$ cat config.mk
export PLATFORM = sky130hd
export DESIGN_NAME = abro_session_controller
export DESIGN_NICKNAME = d
export VERILOG_FILES = /design/src/rtl/abro_session_controller.sv
export SDC_FILE = /design/constraint.sdc
export NUM_CORES = 1
export LEC_CHECK = 0
export ABC_AREA = 1
export BUFFER_PORTS_ARGS = -buffer_cell sky130_fd_sc_hd__buf_4
export CORE_ASPECT_RATIO = 1.1
export CORE_MARGIN = 10
export CORE_UTILIZATION = 25
export CTS_BUF_LIST = sky130_fd_sc_hd__clkbuf_8
export CTS_CLUSTER_SIZE = 25
export DETAILED_ROUTE_END_ITERATION = 16
export MAX_ROUTING_LAYER = met4
export PLACE_DENSITY = 0.53
export REMOVE_ABC_BUFFERS = 1
export SYNTH_ARGS = -nofsm -noshare
export SYNTH_HDL_FRONTEND = slang
export SYNTH_SLANG_ARGS = --single-unit
export TNS_END_PERCENT = 20
$ cat constraint.sdc
create_clock -name clk -period 1.75 [get_ports clk]
set_clock_uncertainty 0.15 [all_clocks]
set_input_delay 0 -clock clk [delete_from_list [all_inputs] [get_ports clk]]
set_output_delay 0 -clock clk [all_outputs]
set_load 0.05 [all_outputs]
$ cat src/rtl/abro_session_controller.sv
// Sequences ABRO datapath sessions: arm (hold datapath reset), accept one A and one B event, report done or timeout.
// Latency: accept edge N -> abro_A/abro_B pulse cycle N+1 -> abro_O seen cycle N+2 -> done cycle N+3.
// Backpressure: evt_*_ready is high only in WAIT while that requester has not yet been accepted this session.
module abro_session_controller #(
    parameter int unsigned TIMEOUT_CYCLES = 16,
    parameter int unsigned REARM_CYCLES   = 2
) (
    input  logic       clk,
    input  logic       reset,
    input  logic       en,
    input  logic       evt_a_valid,
    output logic       evt_a_ready,
    input  logic       evt_b_valid,
    output logic       evt_b_ready,
    output logic       abro_A,
    output logic       abro_B,
    output logic       abro_reset_n,
    input  logic       abro_O,
    output logic       done,
    output logic       timeout,
    output logic       busy,
    output logic [7:0] session_cnt
);

    typedef enum logic [2:0] {
        S_IDLE,
        S_ARM,
        S_WAIT,
        S_DONE,
        S_TOUT
    } state_t;

    localparam logic [3:0] REARM_LAST   = 4'(REARM_CYCLES - 1);
    localparam logic [7:0] TIMEOUT_LAST = 8'(TIMEOUT_CYCLES - 1);

    state_t     state_q, state_d;
    logic [3:0] rearm_cnt_q, rearm_cnt_d;
    logic [7:0] wait_cnt_q, wait_cnt_d;
    logic       a_seen_q, a_seen_d;
    logic       b_seen_q, b_seen_d;
    logic [7:0] session_cnt_q, session_cnt_d;
    logic       abro_a_q, abro_a_d;
    logic       abro_b_q, abro_b_d;
    logic       abro_rst_n_q, abro_rst_n_d;

    // Next-state, handshake and counter update logic.
    always_comb begin
        state_d       = state_q;
        rearm_cnt_d   = '0;
        wait_cnt_d    = '0;
        a_seen_d      = a_seen_q;
        b_seen_d      = b_seen_q;
        session_cnt_d = session_cnt_q;
        evt_a_ready   = 1'b0;
        evt_b_ready   = 1'b0;
        abro_a_d      = 1'b0;
        abro_b_d      = 1'b0;

        case (state_q)
            S_IDLE: begin
                if (en) begin
                    state_d = S_ARM;
                end
            end

            S_ARM: begin
                // Session bookkeeping starts clean; counters already default to zero.
                a_seen_d = 1'b0;
                b_seen_d = 1'b0;
                if (!en) begin
                    state_d = S_IDLE;
                end else if (rearm_cnt_q == REARM_LAST) begin
                    state_d = S_WAIT;
                end else begin
                    rearm_cnt_d = rearm_cnt_q + 4'd1;
                end
            end

            S_WAIT: begin
                evt_a_ready = !a_seen_q;
                evt_b_ready = !b_seen_q;
                abro_a_d    = evt_a_valid && !a_seen_q;
                abro_b_d    = evt_b_valid && !b_seen_q;
                a_seen_d    = a_seen_q | abro_a_d;
                b_seen_d    = b_seen_q | abro_b_d;
                wait_cnt_d  = wait_cnt_q + 8'd1;
                // Disable beats everything; completion beats the timeout on the last cycle.
                if (!en) begin
                    state_d = S_IDLE;
                end else if (abro_O) begin
                    state_d = S_DONE;
                    if (session_cnt_q != 8'hFF) begin
                        session_cnt_d = session_cnt_q + 8'd1;
                    end
                end else if (wait_cnt_q == TIMEOUT_LAST) begin
                    state_d = S_TOUT;
                end
            end

            S_DONE, S_TOUT: begin
                state_d = en ? S_ARM : S_IDLE;
            end

            default: begin
                state_d = S_IDLE;
            end
        endcase

        // Datapath is held in reset whenever no session is open.
        abro_rst_n_d = !(state_d == S_IDLE || state_d == S_ARM);
    end

    // State, counters and registered datapath drives; reset overrides everything.
    always_ff @(posedge clk) begin
        if (reset) begin
            state_q       <= S_IDLE;
            rearm_cnt_q   <= '0;
            wait_cnt_q    <= '0;
            a_seen_q      <= 1'b0;
            b_seen_q      <= 1'b0;
            session_cnt_q <= '0;
            abro_a_q      <= 1'b0;
            abro_b_q      <= 1'b0;
            abro_rst_n_q  <= 1'b0;
        end else begin
            state_q       <= state_d;
            rearm_cnt_q   <= rearm_cnt_d;
            wait_cnt_q    <= wait_cnt_d;
            a_seen_q      <= a_seen_d;
            b_seen_q      <= b_seen_d;
            session_cnt_q <= session_cnt_d;
            abro_a_q      <= abro_a_d;
            abro_b_q      <= abro_b_d;
            abro_rst_n_q  <= abro_rst_n_d;
        end
    end

    assign abro_A       = abro_a_q;
    assign abro_B       = abro_b_q;
    assign abro_reset_n = abro_rst_n_q;
    assign done         = (state_q == S_DONE);
    assign timeout      = (state_q == S_TOUT);
    assign busy         = (state_q != S_IDLE);
    assign session_cnt  = session_cnt_q;

endmodule

==> summary.txt <==
Run status
  • Outcome: complete, no violations

Die
  • Die Span Y: around 97 microns
  • Core ar.: 0.00507 sq mm
  • Die Wd: between 80 and 90 microns
  • Die area: slightly below 0.009 sq mm
  • IO Pins: 22
  • Cell Rows: 27
  • Initial Util: a little over a quarter

Power and ir drop
  • Clk pwr share: approximately a third
  • Seq pwr share: approximately three fifths
  • Switching Share: ~22%
  • Total Power: 1050 uW
  • Sw Pwr: 233 uW
  • Pwr/cell area: 636 mW/mm^2
  • Internal cell power: about 820 uW
  • Worst VDD drop: roughly 0.00043 V
  • Combinational power share: under 10%
  • Leak Pwr: about 0.00069 uW

Layout
  • N_diodes: 0
  • Fin util: between 30 and 40%
  • Area delta synth->final: 24.5%
  • Leading cell type in the layout, fill and taps excluded: nand2_1
  • Most frequent cells in the layout: nand2_1 (42), nor2_1 (29), dfxtp_1 (28), buf_4 (22), inv_1 (13)
  • Final #Nets: around 220
  • Final Cell Area: around 0.0017 sq mm
  • Layout cell share with drive strength beyond 1: 20.9%
  • Final cell count without fillers: between 200 and 300

Detailed routing
  • Drt drc: 0
  • Iteration-0 DRC Markers: 56
  • Post-Route WL: about 3.0 mm
  • Post-DR vias/cell: around 4.5
  • Drt wl/cell: 11.4 microns
  • Routed via count: approximately 1200
  • Post-route ant nets: 0
  • Drt first pass iters: 4

Setup path
  • Worst R2R Path Depth: 7
  • Data required, critical path: between 1500 and 2000 ps
  • Crit path max fanout: 4
  • Critical path class: register to output pin
  • Setup crit start: state_q[2]
  • Critical path data arrival time: between 1000 and 1500 ps
  • R2r endpoint: session_cnt[4]
  • Critical path capture point type: output pin
  • Worst reg-to-reg setup slack: 250 ps
  • Crit start category: register
  • Reg2Reg Launch Point: session_cnt[1]

Clocking
  • Num CTS Buffers: 3
  • CTS sink count: 28
  • Hold-fix buffers at CTS: 5
  • Later-pin clock latency in the skew report: about 270 ps
  • Max Root-Sink Buffers: 2
  • CTS root buf: clkbuf_8
  • CTS resizes: 0
  • Clock-pin transition on the worst setup and hold timing paths: roughly 90 ps
  • Post-CTS setup buffer count: 0
  • CTS tree: yes
  • Htree depth: 1

Yosys
  • Post-synthesis cell type count: 26
  • Post-synthesis cell area: 0.00133 sq mm
  • Cells after synthesis: approximately 180
  • Register area share after synthesis: between 40 and 50%
  • Yosys reg bits: 28
  • Syn Area/Cell: between 7 and 8 sq um
  • Synth warn: 0

STA
  • Slew Viols, Final: 0
  • Fin crit period: 1560 ps
  • Slew at the pin closest to its max-slew limit: about 340 ps
  • Tcrit/Tclk final: between 80 and 90%
  • Slew headroom: between 70 and 80%
  • Unrepaired setup endpoints after global routing: no
  • Hold Fails Final Rpt: 0
  • Fmax achieved: ~0.64 GHz
  • Setup-failing EPs final: 0
  • Final setup margin: approximately 190 ps

Worst hold path
  • Hold path startpoint: wait_cnt_q[0]
  • Hold Path Class: register to register
  • Hold path depth: 1
  • Hold endpoint: wait_cnt_q[0]

GRT
  • All-Layer GR Usage: 7.89%
  • Vias in the first global route: 1170
  • Antenna violations before repair: 0
  • First-pass GRT wire length: 5.33 mm
  • Overflow after GRT: 0
  • Pin count of the biggest net entering global routing: 15

Placed design
  • Post-DP Area: approximately 0.0016 sq mm
  • Placed insts: 256
  • Post-DP HPWL: 2.34 mm
  • Port Buffers: 21
  • Routability cong.: approximately 0.80
  • Pre-CTS setup slack: 273 ps

Flow run
  • Max cap viols: 0
## worst max-delay path: stages, from the launching register on
cell     delay [ps]
dfxtp_1         350
inv_2           100
nand2_2          80
nor2_4          150
inv_2            80
nor2_1          150
buf_4           230
## logic make-up (layout without fill, tap and decap cells)
group | count (synthesis) | count (layout) | share of synthesized area [%]
simple gates | 97 | 97 | 35.8
compound gates | 21 | 21 | 8.00
flops | 28 | 28 | 42.1
xor+xnor | 7 | 7 | 4.61
buf+inv | 20 | 49 | 5.64
fa+ha+maj | 4 | 4 | 3.76
## registers in the layout, indices dropped and copies added (netlist names)
name and cells:
session_cnt 8, wait_cnt_q 8, rearm_cnt_q 4, state_q 3
a_seen_q 1, abro_A 1, abro_B 1, abro_reset_n 1
b_seen_q 1
## power by group through the flow
stage               clock (uW)  sequential (uW)  combinational [uW]
CTS                        367              644                62.2
floorplan                    0              659                26.7
global placement             0              659                52.7
global route               391              645                68.6
detailed placement           0              659                53.2
finish                     348              644                61.1
## layout make-up
cell class,instances,area (sq um)
well taps,58,72.6
clock buffers,3,41.3
multi-input cells,129,694
flip-flops and latches,28,561
inverters,19,71.3
repair buffers,27,215
fillers,551,3410
## worst max path at each step
stage / endpoint / slack [ps] / cells after the start
3_3_place_gp: abro_reset_n / 310 / 8
6_report: evt_b_ready / 190 / 6
3_5_place_dp: session_cnt[4] / 270 / 7
4_1_cts: evt_b_ready / 160 / 6
2_1_floorplan: abro_A / -50 / 6
5_1_grt: evt_b_ready / 70 / 6
## through the flow
stage                     TNS (ps)  hold slack, ps
after global routing             0             327
after detailed placement         0            65.4
after floorplan               -268           -80.9
after CTS                        0             314
after global placement           0            64.3
final                            0             303
## cell usage after synthesis
library cell / instances / area share, %
nand2_1: 42 / 12
nor2_1: 29 / 8.2
dfxtp_1: 28 / 42
inv_1: 13 / 3.7
a21oi_1: 11 / 4.1
o21ai_1: 7 / 2.6
nand3_1: 6 / 2.3
xor2_1: 6 / 4.0
inv_2: 5 / 1.4
ha_1: 4 / 3.8
nor2_4: 4 / 3.4
nand2_2: 3 / 1.4
nor3_2: 3 / 2.3
and3_1: 2 / 0.94
nor3_1: 2 / 0.75
o21ai_0: 2 / 0.75
a31oi_1: 1 / 0.47
clkbuf_1: 1 / 0.28
clkinv_1: 1 / 0.28
nand3_2: 1 / 0.75
nand3b_1: 1 / 0.56
nand3b_4: 1 / 1.5
nand4_1: 1 / 0.47
nand4_2: 1 / 0.94
nor3b_1: 1 / 0.56
xnor2_1: 1 / 0.66
## per-layer routing
layer	up-vias	track usage [%]	part of all wire [%]
met2	22	13.0	48
met1	537	9.35	45
met5	-	-	0
met3	2	2.85	6.4
li1	620	-	-
met4	0	0.796	0.40
(Power assumes the default switching activity.)
